[src/rtl/updown_bounce_counter.sv]
// Up/down counter between programmable bounds lo..hi by step: bounce, up-wrap, down-wrap and hold modes.
// Latency: cnt, dir, turn and wrap update one cycle after the inputs; at_lo, at_hi and cfg_err are combinational.
// Backpressure: none; en=0, mode=11 or a bad config freezes the counter, and load always wins over counting.
module updown_bounce_counter #(
  parameter int WIDTH  = 8,
  parameter int STEP_W = 4
) (
  input  logic              clk,
  input  logic              rst,
  input  logic              en,
  input  logic [1:0]        mode,
  input  logic [WIDTH-1:0]  lo,
  input  logic [WIDTH-1:0]  hi,
  input  logic [STEP_W-1:0] step,
  input  logic              load,
  input  logic [WIDTH-1:0]  load_val,
  output logic [WIDTH-1:0]  cnt,
  output logic              dir,
  output logic              at_lo,
  output logic              at_hi,
  output logic              turn,
  output logic              wrap,
  output logic              cfg_err
);

  localparam logic [1:0] MODE_BOUNCE = 2'b00;
  localparam logic [1:0] MODE_UP     = 2'b01;
  localparam logic [1:0] MODE_DOWN   = 2'b10;
  localparam logic [1:0] MODE_HOLD   = 2'b11;

  // One extra bit on every sum/difference so that, e.g., 250+15 compares as 265 rather than 9.
  logic [WIDTH:0]   step_x;
  logic [WIDTH:0]   cnt_x;
  logic [WIDTH:0]   lo_x;
  logic [WIDTH:0]   hi_x;
  logic [WIDTH:0]   up_sum;
  logic [WIDTH:0]   lo_plus;
  logic [WIDTH:0]   dn_diff;
  logic             out_of_range;
  logic             upd;

  logic [WIDTH-1:0] cnt_n;
  logic             dir_n;
  logic             turn_n;
  logic             wrap_n;

  assign step_x  = {{(WIDTH + 1 - STEP_W){1'b0}}, step};
  assign cnt_x   = {1'b0, cnt};
  assign lo_x    = {1'b0, lo};
  assign hi_x    = {1'b0, hi};
  assign up_sum  = cnt_x + step_x;
  assign lo_plus = lo_x + step_x;
  assign dn_diff = cnt_x - step_x;

  assign at_lo        = (cnt == lo);
  assign at_hi        = (cnt == hi);
  assign cfg_err      = (lo > hi) || (step == '0);
  assign out_of_range = (cnt < lo) || (cnt > hi);
  assign upd          = en && (mode != MODE_HOLD) && !cfg_err;

  // Next-state selection: load, then out-of-range recovery, then the per-mode stepping rule.
  always_comb begin
    cnt_n  = cnt;
    dir_n  = dir;
    turn_n = 1'b0;
    wrap_n = 1'b0;
    if (load) begin
      cnt_n = load_val;
      dir_n = 1'b1;
    end else if (upd) begin
      if (out_of_range) begin
        cnt_n = lo;
        dir_n = 1'b1;
      end else begin
        case (mode)
          MODE_BOUNCE: begin
            // A degenerate range parks at lo without toggling dir or pulsing turn.
            if (lo != hi) begin
              if (dir) begin
                if (up_sum >= hi_x) begin
                  cnt_n  = hi;
                  dir_n  = 1'b0;
                  turn_n = 1'b1;
                end else begin
                  cnt_n = up_sum[WIDTH-1:0];
                end
              end else begin
                if (cnt_x <= lo_plus) begin
                  cnt_n  = lo;
                  dir_n  = 1'b1;
                  turn_n = 1'b1;
                end else begin
                  cnt_n = dn_diff[WIDTH-1:0];
                end
              end
            end
          end
          MODE_UP: begin
            dir_n = 1'b1;
            if (up_sum > hi_x) begin
              cnt_n  = lo;
              wrap_n = 1'b1;
            end else begin
              cnt_n = up_sum[WIDTH-1:0];
            end
          end
          MODE_DOWN: begin
            dir_n = 1'b0;
            if (cnt_x < lo_plus) begin
              cnt_n  = hi;
              wrap_n = 1'b1;
            end else begin
              cnt_n = dn_diff[WIDTH-1:0];
            end
          end
          default: begin
            cnt_n = cnt;
          end
        endcase
      end
    end
  end

  // State register with synchronous reset taking priority over load and counting.
  always_ff @(posedge clk) begin
    if (rst) begin
      cnt  <= '0;
      dir  <= 1'b1;
      turn <= 1'b0;
      wrap <= 1'b0;
    end else begin
      cnt  <= cnt_n;
      dir  <= dir_n;
      turn <= turn_n;
      wrap <= wrap_n;
    end
  end

endmodule

[config.mk]
export PLATFORM = sky130hd
export DESIGN_NAME = updown_bounce_counter
export DESIGN_NICKNAME = d
export VERILOG_FILES = /design/src/rtl/updown_bounce_counter.sv
export SDC_FILE = /design/constraint.sdc
export NUM_CORES = 1
export LEC_CHECK = 0
export BUFFER_PORTS_ARGS = -buffer_cell sky130_fd_sc_hd__buf_2
export CORE_ASPECT_RATIO = 1.1
export CORE_UTILIZATION = 35
export CTS_CLUSTER_DIAMETER = 150
export DETAILED_ROUTE_END_ITERATION = 8
export PLACE_DENSITY = 0.63
export SLEW_MARGIN = 20
export SYNTH_ARGS = -nofsm -noshare
export SYNTH_HDL_FRONTEND = slang
export SYNTH_SLANG_ARGS = --single-unit
[constraint.sdc]
create_clock -name clk -period 5.13 [get_ports clk]
set_clock_uncertainty 0.1 [all_clocks]
set_input_delay 0 -clock clk [delete_from_list [all_inputs] [get_ports clk]]
set_output_delay 0 -clock clk [all_outputs]
set_load 0.005 [all_outputs]
== Word-level counts from Yosys, hierarchy flattened ==
Index checks and enable logic that the tools add are counted.

* Flip-flop bits (word level): 11
* Bits of input ports: 34
* Output and inout bits: 14
* Word-level logic and storage cells: 61

* Add/sub/neg operators: 3
* Magnitude comparators: 7
* Equality and inequality tests: 8
* Muxes and demuxes: 21
* Bitwise operators: 3
* Reduce and logical (&&, ||, !) cells: 15

{| class="wikitable"
|+ Operator list
! operator !! number
|-
| $mux 8 || 9
|-
| $pmux 8 s3 || 1
|-
| $add 8x4->9 || 2
|-
| $eq 8x8->1 || 2
|-
| $gt 8x8->1 || 2
|-
| $ge 9x8->1 || 1
|-
| $gt 9x8->1 || 1
|-
| $le 8x9->1 || 1
|-
| $lt 8x9->1 || 1
|-
| $mux 1 || 9
|-
| $lt 8x8->1 || 1
|-
| $ne 8x8->1 || 1
|-
| $sub 8x4->8 || 1
|-
| $reduce_and 3->1 || 2
|-
| $reduce_or 6->1 || 1
|-
| $reduce_bool 5->1 || 1
|-
| $logic_not 4->1 || 1
|-
| $ne 4x4->1 const B || 1
|-
| $reduce_bool 4->1 || 1
|-
| $reduce_or 4->1 || 1
|-
| $ne 3x3->1 const B || 1
|-
| $not 1->1 || 3
|-
| $pmux 1 s3 || 1
|-
| $eq 2x1->1 const B || 1
|-
| other kinds (9) || 11
|}

== Logic depth before layout (Yosys ltp) ==
Gate-level depths: netlist of the first run.

* Depth in word-level cells: 9
* Mapped depth: 16
* Mapped depth without buffers: 14

== Worst setup path after synthesis of the first run ==
No wires, ideal clock.

* Path type: flip-flop to flip-flop
* Start point: register cnt[2]
* End point: register cnt[5]
* Library setup time: 0.116 ns
* Arrival time: 3.424 ns
* Data required time: 4.914 ns
* Slack: 1.490 ns
* Stages on the path, launching flop included: 16
* Path buffers: 2
* Period minus slack after synthesis: 3.640 ns
* Cells stage by stage: dfxtp_1 ha_1 buf_6 or3b_4 a31oi_2 o2111ai_1 xnor2_2 ha_1 a21oi_1 nand2_1 or2_4 nor2_2 buf_2 nor3_1 a2111o_1 a41o_1

* Word-level cells in the longest chain between the ends: 9
* Elaborated cells between the ends (all ways): 22
* Classes of those cells: 2 x add/sub; 6 x order compare; 1 x eq/ne; 10 x mux; 3 x reduce/logical

{| class="wikitable"
|+ RTL lines
! item !! line !! text
|-
| from (decl) || 17 || <nowiki>output logic [WIDTH-1:0] cnt,</nowiki>
|-
| from (signal assigned) || 132 || <nowiki>cnt <= cnt_n;</nowiki>
|-
| $add 8x4->9 || 51 || <nowiki>assign up_sum = cnt_x + step_x;</nowiki>
|-
| $ge 9x8->1 || 80 || <nowiki>if (up_sum >= hi_x) begin</nowiki>
|-
| $mux 8 || 80 ||
|-
| $mux 8 || 79 || <nowiki>if (dir) begin</nowiki>
|-
| $mux 8 || 78 || <nowiki>if (lo != hi) begin</nowiki>
|-
| $pmux 8 s3 || 75 || <nowiki>case (mode)</nowiki>
|-
| $mux 8 || 71 || <nowiki>if (out_of_range) begin</nowiki>
|-
| $mux 8 || 70 || <nowiki>end else if (upd) begin</nowiki>
|-
| $mux 8 || 67 || <nowiki>if (load) begin</nowiki>
|}

Parallel ways exist; a longest one is shown, timed or not. The select of a mux whose other input is x is not followed.
A chain may end at the register's enable or synchronous reset.

== Worst setup path after layout of the first run ==
Same ends and word-level chain as after synthesis.

==> run_results.csv, run 1 <==
group,metric,value,unit
status,outcome,"finished clean",
route,drt-initial-drc-count,400,
worst_hold_path,hold_end,"cnt[6]",
timing,fmax,0.245,GHz
clock_tree,cts_inserted_buffers,3,
clock_tree,ctsResizeCount,0,
final_layout,finalInstanceArea,3480,um2
power_and_ir_drop,powerDensity,188,nW/um2
job,maxCapViolations,0,
worst_setup_path,crit_type,"reg -> reg",
clock_tree,insertion_delay,0.25,ns
worst_setup_path,r2r_setup_slack,1.04,ns
placed_design,place_inst,545,
floorplan,start_util,36.8,%
power_and_ir_drop,combPwrFrac,67.5,%
worst_setup_path,required,5.17,ns
worst_hold_path,hold_depth,4,
synthesis,syn_inst,403,
synthesis,yosys-top-cells-count,"ha_1, inv_1, nand2_1, a21oi_1, nand3_1",
power_and_ir_drop,seq_power_share,17.3,%
synthesis,yosysTopAreaCell,"ha_1",
synthesis,async_flop_share,0,%
clock_tree,root_buffer,"clkbuf_8",
timing,final_max_slew_viol_count,0,
final_layout,fin_nets,533,
synthesis,synthesis.nets,496,
worst_setup_path,rr_endpoint,"cnt[5]",
floorplan,fp.dieH,101,um
synthesis,ys.flop_type,"dfxtp_1",
floorplan,io_pins,48,
power_and_ir_drop,clkPwrFrac,15.2,%
route,vias_per_cell,6.31,
grt,grt_pass1_vias,3329,
synthesis,ys_seq_area_share,7.05,%
route,drc,0,
timing,post-route-period-util,79.7,%
synthesis,synth_edf_count,0,
worst_setup_path,worstRegToRegCells,13,
worst_setup_path,cp_slowest_cell,"dfxtp_1",
route,vias,3473,
final_layout,area_delta_synth_final,11.4,%
worst_setup_path,max_stage_delay,0.47,ns
timing,worst_pin_slew,1.03,ns
worst_setup_path,critPathArrivalTime,4.13,ns
synthesis,synth_top_cell_area_share,22.4,%
placed_design,placed_area,3420,um2
worst_setup_path,cp_cell_sequence,"ha_1 > or3b_4 > a31oi_2 > o2111ai_1 > xnor2_2 > ha_1 > a21oi_1 > nand2_1 > or2_4 > nor2_2 > nor3_1 > a2111o_1 > a41o_1",
placed_design,dp_hpwl,9.25,mm
clock_tree,cts_max_level,1,
route,wl_per_cell,21.4,um
placed_design,place.gp.congestion,0.951,
worst_hold_path,hold_class,"in -> reg",
worst_setup_path,cpMostUsedCell,"ha_1",
placed_design,port_buffers,47,
synthesis,synth_most_common_cell,"ha_1",
final_layout,stdcell_count,550,
clock_tree,clk_path_buf_depth,2,
grt,track_usage,25.7,%
final_layout,drive_gt1_share,16.9,%
power_and_ir_drop,switchingPower,0.332,mW
power_and_ir_drop,p_sw_share,50.8,%
synthesis,yosys_warnings,0,
synthesis,syn_area,3120,um2
timing,period_needed,4.09,ns
clock_tree,cts_setup_buffers,0,
grt,grt_max_degree,25,
power_and_ir_drop,vdd_drop_max,0.0000866,V
clock_tree,path_clk_slew,0.07,ns
floorplan,fp.dieW,92.1,um
worst_hold_path,worstHoldStart,"load_val[6]",
power_and_ir_drop,intPower,0.321,mW
route,totalWireLength,11.8,mm
synthesis,syn_area_per_cell,7.75,um2
timing,slew_headroom,30.8,%
clock_tree,cts_tree,"yes",
power_and_ir_drop,static-leakage-power,1.66,nW
clock_tree,hold_buffers,1,
timing,setup_viol,0,
floorplan,fp.coreArea,8500,um2
floorplan,rows,35,
synthesis,synth_area_leaders,"ha_1, dfxtp_1, inv_1",
timing,rsz0062_at_grt,"false",
worst_setup_path,startpoint_type,"flop",
worst_setup_path,setup.worst_path.end_class,"flop",
timing,finalHoldViolations,0,
grt,grt_pass1_wl,18.1,mm
clock_tree,cts.sinks,11,
worst_setup_path,r2r_start,"cnt[2]",
route,first_pass_iters,5,
route,ant_nets,0,
synthesis,ys_ff_latch,11,
final_layout,diodes,0,
grt,overflow,0,
synthesis,synth_cell_types,79,
worst_setup_path,critPathMaxFanout,12,
timing,tns,0,ns
grt,antenna_found_initial,0,
floorplan,die_area,9310,um2
[layout by cell type, fill, tap and decap left out, drive strengths merged, types with 9 or more instances in the layout]
master  instances
nand4          10
nand2          30
nor3            9
inv            32
ha             56
buf            47
nor2           17
o31ai           9
nand3          18
dfxtp          11
o21ai          24
a21o           11
a21oi          23
xnor2           9
mux2i          11
[critical path, delay by kind of cell (launching register included)]
| kind | cells | cell delay (ns) |
|---|---|---|
| and+or+nand+nor | 5 | 1.30 |
| DFF | 1 | 0.47 |
| adders and majority gates | 2 | 0.69 |
| AOI/OAI and AO/OA | 5 | 1.16 |
| xor gates and xnor gates | 1 | 0.26 |
[metal layers]
metal / routed length, um / GRT usage [%]
met5: 0 / 0
met4: 520 / 11.2
met3: 902 / 3.62
met2: 5430 / 43.4
met1: 4910 / 32.4
[state kept, by name, indices dropped and copies added, names as in the netlist]
signal,cells
dir,1
turn,1
wrap,1
cnt,8
[worst max-delay path by stage]
stage	start	endpoint	slack, ns	cells after the start
after floorplan	cnt[2]	cnt[5]	1.49	15
after global placement	cnt[2]	cnt[5]	1.19	13
after detailed placement	cnt[2]	cnt[7]	1.13	13
after CTS	cnt[2]	cnt[7]	1.10	13
after global routing	cnt[1]	cnt[7]	0.85	13
final	cnt[2]	cnt[5]	1.04	13
[per-stage QoR]
step	power, mW	utilization, %	hold slack [ns]	setup slack (ns)
floorplan	0.417	-	0.0711	1.49
global placement	0.535	40.3	0.222	1.19
detailed placement	0.540	40.3	0.220	1.13
CTS	0.639	41.0	0.00804	1.10
global route	0.695	41.0	0.0243	0.846
finish	0.653	41.0	0.0228	1.04
[power groups by stage]
stage | clock network [mW] | registers (mW) | logic, mW
finish | 0.0994 | 0.113 | 0.441
detailed placement | 0 | 0.114 | 0.426
global placement | 0 | 0.114 | 0.421
floorplan | 0 | 0.105 | 0.312
CTS | 0.0975 | 0.112 | 0.429
global route | 0.102 | 0.115 | 0.478
[final cells by class]
| class | instances | area, um2 |
|---|---|---|
| well taps | 111 | 139 |
| repair buffers | 48 | 245 |
| fillers | 890 | 5020 |
| flip-flops and latches | 11 | 220 |
| clock buffers | 4 | 45.0 |
| inverters | 34 | 128 |
| multi-input cells | 342 | 2700 |
[cells by family (layout without fill, tap and decap cells)]
logic type	after synthesis	after routing	share of synthesized area (%)
flip-flops	11	11	7.05
XOR/XNOR	17	17	5.01
AO/OA/AOI/OAI	124	124	29.3
multiplexers	14	14	4.61
AND/OR/NAND/NOR	128	128	23.1
adder cells (fa/ha/maj)	59	59	24.4
buffers and inverters	50	86	6.57
(Power assumes the default switching activity.)
==> inputs of run 2 (changes only) <==
--- a/config.mk
+++ b/config.mk
@@ -10,7 +10,7 @@
 export CORE_UTILIZATION = 35
 export CTS_CLUSTER_DIAMETER = 150
 export DETAILED_ROUTE_END_ITERATION = 8
-export PLACE_DENSITY = 0.63
+export PLACE_DENSITY = 0.65
 export SLEW_MARGIN = 20
 export SYNTH_ARGS = -nofsm -noshare
 export SYNTH_HDL_FRONTEND = slang
==> constraint.sdc (replaced) <==
create_clock -name clk -period 3.5 [get_ports clk]
set_clock_uncertainty 0.1 [all_clocks]
set_input_delay 0 -clock clk [delete_from_list [all_inputs] [get_ports clk]]
set_output_delay 0 -clock clk [all_outputs]
set_load 0.005 [all_outputs]
==> run_results.csv, run 2 (synthesis results as in run 1) <==
group,metric,value,unit
grt,grt_pass1_vias,3581,
power_and_ir_drop,clkPwrFrac,13.2,%
worst_setup_path,startpoint_type,"flop",
placed_design,port_buffers,47,
status,outcome,"complete, but fails checks",
worst_setup_path,required,3.56,ns
final_layout,layout_common_cells,"ha_1, buf_2, buf_4, inv_1, nand2_1",
clock_tree,root_buffer,"clkbuf_8",
power_and_ir_drop,intPower,0.574,mW
timing,whs,0.0134,ns
timing,rsz0062_at_grt,"true",
floorplan,start_util,36.8,%
placed_design,place_inst,574,
power_and_ir_drop,static-leakage-power,1.88,nW
worst_setup_path,crit_type,"reg -> reg",
grt,antenna_found_initial,0,
status,violations,"negative setup slack",
clock_tree,cts_inserted_buffers,3,
route,wl_per_cell,21.0,um
worst_setup_path,cp_slowest_cell,"or3b_4",
power_and_ir_drop,p_total,1.12,mW
final_layout,stdcell_count,589,
worst_setup_path,setup.worst_path.end_class,"flop",
final_layout,final_util,47.4,%
final_layout,diodes,0,
timing,period_needed,3.54,ns
placed_design,placed_area,3660,um2
route,totalWireLength,12.4,mm
worst_setup_path,cp_cell_sequence,"ha_4 > or3b_4 > a31oi_4 > o2111ai_2 > xnor2_2 > ha_4 > and3_4 > nand4_1 > a21o_1 > nor2_4 > buf_6 > mux2i_2 > o32ai_2 > o32ai_2",
power_and_ir_drop,switchingPower,0.545,mW
clock_tree,cts.sinks,11,
timing,finalHoldViolations,0,
power_and_ir_drop,p_sw_share,48.7,%
final_layout,layout_commonest_cell,"ha_1",
route,drt-initial-drc-count,350,
worst_hold_path,hold_class,"in -> reg",
floorplan,fp.coreArea,8500,um2
power_and_ir_drop,combPwrFrac,72.6,%
timing,setup_viol,2,
worst_setup_path,critPathArrivalTime,3.60,ns
worst_hold_path,worstHoldStart,"load_val[0]",
power_and_ir_drop,vdd_drop_max,0.000152,V
clock_tree,cts_max_level,1,
route,drc,0,
final_layout,drive_gt1_share,30.1,%
timing,final_max_slew_viol_count,0,
route,vias_per_cell,6.19,
timing,worst_slack,-0.0411,ns
floorplan,fp.dieH,101,um
timing,post-route-period-util,101,%
clock_tree,path_clk_slew,0.07,ns
route,first_pass_iters,6,
power_and_ir_drop,powerDensity,278,nW/um2
power_and_ir_drop,seq_power_share,14.3,%
floorplan,fp.dieW,92.1,um
final_layout,finalInstanceArea,4030,um2
route,ant_nets,0,
floorplan,rows,35,
worst_setup_path,critPathLaunch,"cnt[1]",
route,vias,3645,
clock_tree,cts_tree,"yes",
clock_tree,clk_path_buf_depth,2,
worst_setup_path,max_stage_delay,0.42,ns
clock_tree,insertion_delay,0.26,ns
timing,slew_headroom,40.4,%
job,maxCapViolations,0,
worst_setup_path,critPathMaxFanout,4,
placed_design,dp_hpwl,9.59,mm
floorplan,die_area,9310,um2
worst_setup_path,r2r_start,"cnt[1]",
grt,overflow,0,
grt,grt_max_degree,25,
grt,track_usage,26.8,%
grt,grt_pass1_wl,19.1,mm
timing,fmax,0.282,GHz
final_layout,largest_reg_flops,8,
floorplan,io_pins,48,
final_layout,top_register,"cnt",
final_layout,fin_nets,572,
placed_design,place.gp.congestion,0.984,
timing,worst_pin_slew,0.887,ns
final_layout,area_delta_synth_final,29.0,%
run 2: cell types whose count changed in the layout (fill, tap and decap cells not counted), moves of 3 or more:
| cell | before | now |
|---|---|---|
| ha_1 | 56 | 52 |
| ha_4 | 0 | 4 |
| xor2_2 | 0 | 3 |
| a21oi_1 | 23 | 20 |
| dfxtp_1 | 11 | 7 |
| a21oi_2 | 0 | 3 |
| buf_4 | 0 | 33 |
| xor2_1 | 8 | 5 |
| buf_6 | 0 | 4 |
run 2: cell type report:
| cell class | instances | area [um2] |
|---|---|---|
| multi-input combinational | 342 | 2910 |
| tap | 111 | 139 |
| clock buffer | 4 | 45.0 |
| sequential | 11 | 230 |
| inverter | 34 | 128 |
| fill | 855 | 4470 |
| timing repair buffer | 87 | 573 |
run 2: metal layers:
layer,global-route usage [%],wire length [um],share of wire (%)
met5,0,0,0
met3,2.56,833,6.7
met2,44.8,5870,47
met1,34.0,5140,41
met4,14.5,554,4.5
run 2: worst paths after layout:
path | cells past startpoint | to | slack [ns]
setup / recovery | 14 | cnt[1] | -0.04
hold / removal | 3 | cnt[0] | 0.01
setup reg to reg | 14 | cnt[1] | -0.04
hold reg to reg | 2 | cnt[3] | 0.54
run 2: power groups by stage:
| stage | combinational (mW) | sequential, mW | clock, mW |
|---|---|---|---|
| floorplan | 0.460 | 0.154 | 0 |
| global placement | 0.686 | 0.157 | 0 |
| detailed placement | 0.698 | 0.158 | 0 |
| CTS | 0.750 | 0.157 | 0.145 |
| global route | 0.873 | 0.161 | 0.149 |
| finish | 0.812 | 0.160 | 0.147 |
run 2: worst max-delay path, delay by kind of cell (launching register included):
kind                     cells  cell delay [ns]
AND/OR/NAND/NOR              4             0.88
buffers and inverters        1             0.14
multiplexers                 1             0.24
flip-flops                   1             0.36
AO/OA/AOI/OAI                5             0.98
XOR/XNOR                     1             0.22
adder cells (fa/ha/maj)      2             0.54
run 2: timing repair:
action                                 4_1_cts  5_1_grt
resized for setup                           22       25
pin swaps                                   16       13
hold buffers                                 1        0
setup endpoints to repair                    8        8
buffers inserted                             4        7
endpoints found under the hold margin        1        0
run 2: metrics by stage:
stage                     setup WS, ns  setup TNS (ns)
after global routing            -0.140          -0.531
final                          -0.0411         -0.0433
after detailed placement        -0.163          -0.507
after global placement         -0.0990          -0.124
after floorplan                -0.0378         -0.0686
after CTS                       0.0265               0
